[config.mk]
export PLATFORM = sky130hd
export DESIGN_NAME = load_store_unit
export DESIGN_NICKNAME = d
export VERILOG_FILES = /design/src/rtl/lsu_pkg.sv /design/src/rtl/lsu_align.sv /design/src/rtl/load_store_unit.sv
export SDC_FILE = /design/constraint.sdc
export NUM_CORES = 1
export LEC_CHECK = 0
export CORE_MARGIN = 2
export CORE_UTILIZATION = 38
export DETAILED_ROUTE_END_ITERATION = 8
export PLACE_DENSITY_LB_ADDON = 0.12
export SYNTH_ARGS = -nofsm -noshare
export SYNTH_HDL_FRONTEND = slang
export SYNTH_SLANG_ARGS = --single-unit
[constraint.sdc]
create_clock -name clk -period 3.39 [get_ports clk]
set_input_delay 0.678 -clock clk [delete_from_list [all_inputs] [get_ports clk]]
set_output_delay 0.678 -clock clk [all_outputs]
set_load 0.005 [all_outputs]
[src/rtl/lsu_pkg.sv]
// Shared types for the load/store unit: RV32I width codes, FSM states and
// request-decode helpers used by load_store_unit and lsu_align.
package lsu_pkg;

    // Load width/sign codes (req_write = 0)
    typedef enum logic [2:0] {
        F3Lb  = 3'b000,
        F3Lh  = 3'b001,
        F3Lw  = 3'b010,
        F3Lbu = 3'b100,
        F3Lhu = 3'b101
    } lsu_load_f3_t;

    // Store width codes (req_write = 1)
    typedef enum logic [2:0] {
        F3Sb = 3'b000,
        F3Sh = 3'b001,
        F3Sw = 3'b010
    } lsu_store_f3_t;

    typedef enum logic [1:0] {
        StIdle,
        StAccess,
        StWait,
        StResp
    } lsu_state_t;

    // Width code is a real load or store encoding
    function automatic logic f3_legal(logic write, logic [2:0] f3);
        if (write) begin
            return f3 inside {3'b000, 3'b001, 3'b010};
        end
        return f3 inside {3'b000, 3'b001, 3'b010, 3'b100, 3'b101};
    endfunction

    // Halfword on an odd byte, or word off a word boundary
    function automatic logic f3_misaligned(logic [2:0] f3, logic [1:0] off);
        case (f3[1:0])
            2'b01:   return off[0];
            2'b10:   return off != 2'b00;
            default: return 1'b0;
        endcase
    endfunction

endpackage

[src/rtl/lsu_align.sv]
// Combinational lane logic: positions store data/strobes on the 32-bit bus
// and extracts/extends load data from a memory word. Halfword lane choice
// uses only off[1] and word accesses ignore the offset, so misaligned low
// bits are naturally dropped when no trap is taken.
module lsu_align
    import lsu_pkg::*;
(
    input  logic [2:0]  st_funct3,
    input  logic [1:0]  st_offset,
    input  logic [31:0] st_data,
    output logic [3:0]  st_wstrb,
    output logic [31:0] st_wdata,
    input  logic [2:0]  ld_funct3,
    input  logic [1:0]  ld_offset,
    input  logic [31:0] ld_rdata,
    output logic [31:0] ld_data
);

    logic [7:0]  ld_byte;
    logic [15:0] ld_half;

    // Store strobes and replicated write data
    always_comb begin
        st_wstrb = 4'b0000;
        st_wdata = st_data;
        case (st_funct3)
            F3Sb: begin
                st_wstrb = 4'b0001 << st_offset;
                st_wdata = {4{st_data[7:0]}};
            end
            F3Sh: begin
                st_wstrb = st_offset[1] ? 4'b1100 : 4'b0011;
                st_wdata = {2{st_data[15:0]}};
            end
            F3Sw: begin
                st_wstrb = 4'b1111;
            end
            default: ;
        endcase
    end

    // Load lane extraction and sign/zero extension
    always_comb begin
        ld_byte = ld_rdata[7:0];
        unique case (ld_offset)
            2'd0: ld_byte = ld_rdata[7:0];
            2'd1: ld_byte = ld_rdata[15:8];
            2'd2: ld_byte = ld_rdata[23:16];
            2'd3: ld_byte = ld_rdata[31:24];
            default: ;
        endcase
        ld_half = ld_offset[1] ? ld_rdata[31:16] : ld_rdata[15:0];
        case (ld_funct3)
            F3Lb:    ld_data = {{24{ld_byte[7]}}, ld_byte};
            F3Lbu:   ld_data = {24'h0, ld_byte};
            F3Lh:    ld_data = {{16{ld_half[15]}}, ld_half};
            F3Lhu:   ld_data = {16'h0, ld_half};
            default: ld_data = ld_rdata;
        endcase
    end

endmodule

[src/rtl/load_store_unit.sv]
// RV32I load/store unit: one outstanding access, IDLE -> ACCESS -> (WAIT) -> RESP.
// Define LSU_MISALIGN_TRAP_EN to reject misaligned halfword/word accesses with
// rsp_err; otherwise misaligned low address bits are dropped.
module load_store_unit
    import lsu_pkg::*;
#(
    parameter int unsigned MEM_LATENCY = 1,
    parameter int unsigned ADDR_W      = 32
) (
    input  logic              clk,
    input  logic              rst_n,
    input  logic              req_valid,
    output logic              req_ready,
    input  logic              req_write,
    input  logic [2:0]        req_funct3,
    input  logic [ADDR_W-1:0] req_addr,
    input  logic [31:0]       req_wdata,
    output logic              rsp_valid,
    output logic [31:0]       rsp_rdata,
    output logic              rsp_err,
    output logic              mem_wren,
    output logic [ADDR_W-1:0] mem_addr,
    output logic [31:0]       mem_wdata,
    output logic [3:0]        mem_wstrb,
    input  logic [31:0]       mem_rdata
);

    // WAIT counts down from MEM_LATENCY-1; leaving on zero gives MEM_LATENCY cycles
    localparam logic [2:0] LatInit = 3'(MEM_LATENCY - 1);

    lsu_state_t        state_q, state_d;
    logic              is_write_q;
    logic [2:0]        funct3_q;
    logic [1:0]        offset_q;
    logic [2:0]        cnt_q;
    logic              mem_wren_q;
    logic [ADDR_W-1:0] mem_addr_q;
    logic [31:0]       mem_wdata_q;
    logic [3:0]        mem_wstrb_q;
    logic              rsp_valid_q;
    logic              rsp_err_q;
    logic [31:0]       rsp_rdata_q;

    logic              req_err;
    logic [3:0]        st_wstrb;
    logic [31:0]       st_wdata;
    logic [31:0]       ld_data;

    assign req_ready = (state_q == StIdle);

`ifdef LSU_MISALIGN_TRAP_EN
    assign req_err = !f3_legal(req_write, req_funct3) ||
                     f3_misaligned(req_funct3, req_addr[1:0]);
`else
    assign req_err = !f3_legal(req_write, req_funct3);
`endif

    lsu_align u_align (
        .st_funct3 (req_funct3),
        .st_offset (req_addr[1:0]),
        .st_data   (req_wdata),
        .st_wstrb  (st_wstrb),
        .st_wdata  (st_wdata),
        .ld_funct3 (funct3_q),
        .ld_offset (offset_q),
        .ld_rdata  (mem_rdata),
        .ld_data   (ld_data)
    );

    // State register
    always_ff @(posedge clk or negedge rst_n) begin
        if (!rst_n) begin
            state_q <= StIdle;
        end else begin
            state_q <= state_d;
        end
    end

    // Next-state logic; rejected requests skip straight to the response
    always_comb begin
        state_d = state_q;
        unique case (state_q)
            StIdle:   if (req_valid) state_d = req_err ? StResp : StAccess;
            StAccess: state_d = is_write_q ? StResp : StWait;
            StWait:   if (cnt_q == 3'd0) state_d = StResp;
            StResp:   state_d = StIdle;
            default:  state_d = StIdle;
        endcase
    end

    // Request capture, memory-side outputs, latency counter and response registers
    always_ff @(posedge clk or negedge rst_n) begin
        if (!rst_n) begin
            is_write_q  <= 1'b0;
            funct3_q    <= 3'b000;
            offset_q    <= 2'b00;
            cnt_q       <= 3'd0;
            mem_wren_q  <= 1'b0;
            mem_addr_q  <= '0;
            mem_wdata_q <= 32'h0;
            mem_wstrb_q <= 4'b0000;
            rsp_valid_q <= 1'b0;
            rsp_err_q   <= 1'b0;
            rsp_rdata_q <= 32'h0;
        end else begin
            mem_wren_q  <= 1'b0;
            rsp_valid_q <= (state_d == StResp);
            unique case (state_q)
                StIdle: begin
                    if (req_valid) begin
                        if (req_err) begin
                            rsp_err_q   <= 1'b1;
                            rsp_rdata_q <= 32'h0;
                        end else begin
                            is_write_q  <= req_write;
                            funct3_q    <= req_funct3;
                            offset_q    <= req_addr[1:0];
                            mem_addr_q  <= {req_addr[ADDR_W-1:2], 2'b00};
                            mem_wren_q  <= req_write;
                            mem_wstrb_q <= req_write ? st_wstrb : 4'b0000;
                            if (req_write) begin
                                mem_wdata_q <= st_wdata;
                            end
                        end
                    end
                end
                StAccess: begin
                    mem_wstrb_q <= 4'b0000;
                    cnt_q       <= LatInit;
                    if (is_write_q) begin
                        rsp_err_q   <= 1'b0;
                        rsp_rdata_q <= 32'h0;
                    end
                end
                StWait: begin
                    if (cnt_q == 3'd0) begin
                        rsp_err_q   <= 1'b0;
                        rsp_rdata_q <= ld_data;
                    end else begin
                        cnt_q <= cnt_q - 3'd1;
                    end
                end
                default: ;
            endcase
        end
    end

    assign mem_wren  = mem_wren_q;
    assign mem_addr  = mem_addr_q;
    assign mem_wdata = mem_wdata_q;
    assign mem_wstrb = mem_wstrb_q;
    assign rsp_valid = rsp_valid_q;
    assign rsp_err   = rsp_err_q;
    assign rsp_rdata = rsp_rdata_q;

endmodule

==> flow_summary.json, run 1 <==
{
  "status": "finished, final reports clean",
  "ios": 207,
  "wl_per_cell_um": 17.3,
  "numClockSinks": 112,
  "syn_to_final_growth_pct": 47.8,
  "slew_headroom_pct": 23.5,
  "finClkSkew_ps": 8.76,
  "leakagePower_nw": 3.28,
  "ctsHoldBuffers": 0,
  "cp_top_family": "buffers and inverters",
  "root_buffer": "clkbuf_16",
  "synth-simple-area-share_pct": 10.7,
  "synth_top_family_by_area": "compound AO/OA/AOI/OAI gates",
  "avgSynthCellArea_um2": 10.4,
  "fmax_ghz": 0.394,
  "drv_cap": 0,
  "portBuffers": 204,
  "arrival_ps": 1860,
  "fin_crit_sh_pct": 74.9,
  "setup_violations": 0,
  "synth_mux_area_share_pct": 14.6,
  "synthFlopType": "dfrtp_1",
  "worst_pin_slew_ps": 1140,
  "cts_resized": 0,
  "place.gp.congestion": 0.851,
  "synth_adder_area_share_pct": 1.45,
  "post_cts_buffers": 0,
  "critPathRequiredTime_ps": 2710,
  "ys_seq_area_share_pct": 54.1,
  "yosysWarningCount": 0,
  "power_frac_clock_pct": 16.8,
  "syn_area_um2": 5180,
  "first_pass_iters": 5,
  "n_fill_cell": 1153,
  "vias": 4490,
  "tns_ps": 0,
  "internal_power_mw": 4.09,
  "dieHeight_um": 121,
  "hold_viol": 0,
  "grt_max_degree": 75,
  "drive_gt1_share_pct": 9.21,
  "startpoint_type": "flip-flop",
  "rows": 42,
  "p_seq_share_pct": 36.7,
  "cts_max_path_buffers": 2,
  "viasPerCell": 5.15,
  "fin_crit_ps": 2540,
  "rsz0062_at_grt": "no",
  "netlist_instances": 499,
  "cts_buffers": 9,
  "drt_wl_total_mm": 15.1,
  "drtAntennaViolNets": 0,
  "start_util_pct": 39.0,
  "fin_util_pct": 57.6,
  "ir_drop_uv": 459,
  "p_sw_share_pct": 33.7,
  "p_switching_mw": 2.08,
  "hpwl_mm": 11.2,
  "h-tree-depth": 3,
  "clock_latency_ps": 350,
  "drt_drc_violations_left": 0,
  "synth_xor_area_share_pct": 0,
  "crit_path_end_kind": "primary output",
  "slowest_stage": "clkdlybuf4s50_1",
  "async_reset_ff_share_pct": 100,
  "synthDistinctLibCells": 43,
  "die_x_um": 121,
  "ys_ff_latch": 112,
  "synth_compound_area_share_pct": 15.0,
  "antenna_cells": 0,
  "hp-class": "in2async",
  "report.final.slew_viol_count": 0,
  "path_buf_inv": 2,
  "synth_edf_count": 0,
  "grt_pass1_wl_mm": 23.7,
  "max_stage_delay_ps": 600,
  "path_max_fanout": 10,
  "powerDensity_nw_per_um2": 805,
  "cts_tree": "built",
  "comb_power_share_pct": 46.6,
  "overflow": 0,
  "die_area_um2": 14600,
  "core_um2": 13300,
  "antenna_found_initial": 0,
  "clk_pin_slew_ps": 70,
  "drt_iter0_drc": 319,
  "crit_chain": "inv_1 > ha_1 > clkdlybuf4s50_1",
  "grt_pass1_vias": 4531,
  "finalNetCount": 801,
  "track_usage_pct": 21.0,
  "critPathKind": "reg2out"
}
-- Yosys cell counts (3+ instances only) --
library cell,count,area (um2)
a32o_1,5,50.1
a221oi_1,3,26.3
nor2_1,13,48.8
clkbuf_1,13,48.8
a21oi_1,30,150
a2bb2oi_1,4,35.0
o22ai_1,3,18.8
ha_1,6,75.1
a211oi_1,4,30.0
o21ai_0,68,340
nand2_1,96,360
mux2i_1,33,330
a221o_1,5,50.1
buf_2,13,65.1
inv_1,14,52.6
dfrtp_1,112,2800
mux2_2,36,405
nand2b_1,6,37.5
-- final timing paths --
check / from / endpoint / slack [ps] / depth (start not counted)
max: state_q[0] / req_ready / 850 / 3
min: rst_n / mem_addr[31] / 300 / 1
max reg2reg: state_q[0] / rsp_rdata[12] / 930 / 8
min reg2reg: mem_wdata[31] / mem_wdata[31] / 480 / 2
max in group asynchronous: rst_n / cnt_q[0] / 2300 / 2
min in group clk: mem_wdata[31] / mem_wdata[31] / 480 / 2
-- cells by family (layout without fill, tap and decap cells) --
family | Yosys count | in the layout
other cells | 1 | 2
compound gates | 133 | 133
fa+ha+maj | 6 | 6
mux | 70 | 70
simple gates | 130 | 130
buf+inv | 47 | 242
flops | 112 | 112
-- registers in the layout, indices dropped and copies added, names as in the netlist, 2 cells and up --
signal / count
cnt_q: 3
funct3_q: 3
state_q: 2
offset_q: 2
mem_wdata: 32
rsp_rdata: 32
mem_wstrb: 4
mem_addr: 30
-- per-layer routing --
metal | track usage [%] | wire length [um]
met3 | 6.51 | 1290
met2 | 32.2 | 6820
met4 | 8.94 | 363
met5 | 0 | 0
met1 | 27.5 | 6590
-- cell usage in the layout (no fill, tap or decap), types with 3 or more instances in the layout --
| cell | Yosys | final |
|---|---|---|
| a211oi_1 | 4 | 4 |
| clkbuf_16 | 0 | 9 |
| a32o_1 | 5 | 5 |
| dfrtp_1 | 112 | 112 |
| mux2i_1 | 33 | 33 |
| nand2b_1 | 6 | 6 |
| mux2_2 | 36 | 36 |
| o21ai_0 | 68 | 68 |
| ha_1 | 6 | 6 |
| a221oi_1 | 3 | 3 |
| inv_1 | 14 | 14 |
| a221o_1 | 5 | 5 |
| a2bb2oi_1 | 4 | 4 |
| o22ai_1 | 3 | 3 |
| nand2_1 | 96 | 96 |
| buf_4 | 2 | 7 |
| nor2_1 | 13 | 13 |
| a21oi_1 | 30 | 30 |
| clkdlybuf4s50_1 | 0 | 203 |
-- metrics by stage --
stage	power [mW]	worst slack (ps)	cells	hold WS [ps]	cell area, um2
6_report	6.16	851	871	301	7650
5_1_grt	6.58	704	871	330	7650
4_1_cts	6.23	859	871	307	7650
3_5_place_dp	5.16	544	857	462	7380
3_3_place_gp	5.08	619	857	461	7380
2_1_floorplan	3.56	1360	500	382	5180
-- power groups by stage --
stage	Sequential, mW	Clock, mW	Combinational (mW)
2_1_floorplan	2.25	0	1.32
3_3_place_gp	2.26	0	2.83
3_5_place_dp	2.29	0	2.88
4_1_cts	2.27	1.07	2.90
5_1_grt	2.33	1.12	3.13
6_report	2.26	1.03	2.87
-- layout make-up --
cell class              instances  area (um2)  area share [%]
repair buffers                212        2120            27.8
well taps                     176         220            2.88
clock buffers                  10         229            2.99
multi-input cells             341        2170            28.4
inverters                      16        60.1           0.785
clock inverters                 4        47.5           0.621
flip-flops and latches        112        2800            36.6
(Power assumes the default switching activity.)
==> run 2, diff against run 1 <==
==> constraint.sdc (replaced) <==
create_clock -name clk -period 2.6 [get_ports clk]
set_input_delay 0.52 -clock clk [delete_from_list [all_inputs] [get_ports clk]]
set_output_delay 0.52 -clock clk [all_outputs]
set_load 0.005 [all_outputs]
==> flow_summary.json, run 2 (synthesis results as in run 1) <==
{
  "cts_max_path_buffers": 2,
  "final_cell_mix": "203 x clkdlybuf4s50_1, 112 x dfrtp_1, 96 x nand2_1, 68 x o21ai_0, 36 x mux2_2",
  "post_cts_buffers": 0,
  "die_x_um": 121,
  "arrival_ps": 1780,
  "report.final.slew_viol_count": 0,
  "p_switching_mw": 2.67,
  "track_usage_pct": 20.8,
  "setup_violations": 0,
  "ff_latch_area_um2": 2800,
  "internal_power_mw": 5.34,
  "ctsHoldBuffers": 0,
  "hp-class": "in2async",
  "root_buffer": "clkbuf_16",
  "viasPerCell": 5.07,
  "die_area_um2": 14600,
  "status": "finished, final reports clean",
  "fin_ws_ps": 301,
  "h-tree-depth": 3,
  "fin_crit_ps": 2300,
  "power_frac_clock_pct": 16.8,
  "critPathRequiredTime_ps": 2080,
  "multiInputGateArea_um2": 2170,
  "tns_ps": 0,
  "powerDensity_nw_per_um2": 1040,
  "place.gp.congestion": 0.870,
  "portBuffers": 204,
  "first_pass_iters": 4,
  "vias": 4471,
  "syn_to_final_growth_pct": 49.4,
  "rows": 42,
  "startpoint_type": "flip-flop",
  "grt_pass1_vias": 4506,
  "cts_resized": 0,
  "antenna_cells": 0,
  "drtAntennaViolNets": 0,
  "dieHeight_um": 121,
  "finClkSkew_ps": 6.05,
  "overflow": 0,
  "drive_gt1_share_pct": 10.4,
  "comb_power_share_pct": 46.4,
  "drt_iter0_drc": 323,
  "hpwl_mm": 11.3,
  "leakagePower_nw": 3.33,
  "core_um2": 13300,
  "worst_pin_slew_ps": 1070,
  "cts_buffers": 9,
  "finalNetCount": 809,
  "cts_tree": "built",
  "clock_latency_ps": 350,
  "antenna_found_initial": 0,
  "ir_drop_uv": 520,
  "pre_cts_slack_ps": 106,
  "grt_max_degree": 59,
  "drt_drc_violations_left": 0,
  "start_util_pct": 39.0,
  "n_fill_cell": 1139,
  "fin_crit_sh_pct": 88.4,
  "rsz0062_at_grt": "no",
  "ios": 207,
  "path_max_fanout": 9,
  "p_seq_share_pct": 36.8,
  "drt_wl_total_mm": 14.8,
  "drv_cap": 0,
  "hold_viol": 0,
  "slew_headroom_pct": 28.4,
  "wl_per_cell_um": 16.8,
  "fmax_ghz": 0.435,
  "critPathKind": "reg2out",
  "grt_pass1_wl_mm": 23.5,
  "final_common_cell": "clkdlybuf4s50_1",
  "p_sw_share_pct": 33.4,
  "clk_pin_slew_ps": 70,
  "numClockSinks": 112,
  "crit_path_end_kind": "primary output"
}
==> run 2: cell types whose count changed in the layout (fill, tap and decap cells not counted) <==
cell / change
buf_12: +1
clkbuf_8: +3
buf_4: +7
clkinv_2: -1
clkbuf_1: +1
bufinv_16: -1
==> run 2: final timing paths <==
| kind | startpoint | end | slack [ps] | cells past startpoint |
|---|---|---|---|---|
| max in group asynchronous | rst_n | mem_addr[19] | 1910 | 2 |
| setup reg to reg | state_q[0] | rsp_rdata[8] | 320 | 8 |
| min in group clk | cnt_q[0] | cnt_q[0] | 480 | 1 |
| hold reg to reg | cnt_q[0] | cnt_q[0] | 480 | 1 |
| hold / removal | rst_n | mem_wdata[18] | 80 | 1 |
| setup / recovery | state_q[0] | req_ready | 300 | 4 |
==> run 2: area by class of cell <==
cell class,count,area share [%]
Sequential cell,112,36.2
Timing Repair Buffer,220,28.4
Multi-Input combinational cell,341,28.1
Clock buffer,14,3.54
Tap cell,176,2.85
Inverter,16,0.776
Clock inverter,2,0.162
==> run 2: layer usage <==
layer | GRT usage (%) | share of wire [%] | vias to the layer above
met4 | 8.87 | 2.8 | 0
met1 | 27.0 | 43 | 2140
li1 | - | - | 2137
met5 | 0 | 0 | -
met2 | 32.3 | 46 | 171
met3 | 6.08 | 8.3 | 23
==> run 2: critical path, stage by stage, from the launching register on <==
cell	delay (ps)
dfrtp_1	420
inv_1	120
ha_1	180
buf_4	160
clkdlybuf4s50_1	540
==> run 2: stage by stage <==
| stage | hold slack, ps | utilization [%] | cell area [um2] | total power, mW | instances |
|---|---|---|---|---|---|
| after floorplan | 224 | - | 5180 | 4.65 | 500 |
| after global placement | 461 | 56.0 | 7450 | 6.64 | 865 |
| after detailed placement | 464 | 56.0 | 7450 | 6.71 | 865 |
| after CTS | 82.8 | 58.2 | 7740 | 8.10 | 881 |
| after global routing | 95.5 | 58.2 | 7740 | 8.59 | 881 |
| final | 78.9 | 58.2 | 7740 | 8.01 | 881 |
==> run 2: power by group through the flow <==
stage / clock network (mW) / logic (mW) / registers, mW
floorplan: 0 / 1.72 / 2.93
global route: 1.47 / 4.08 / 3.05
CTS: 1.40 / 3.75 / 2.95
detailed placement: 0 / 3.73 / 2.98
finish: 1.35 / 3.72 / 2.95
global placement: 0 / 3.68 / 2.96
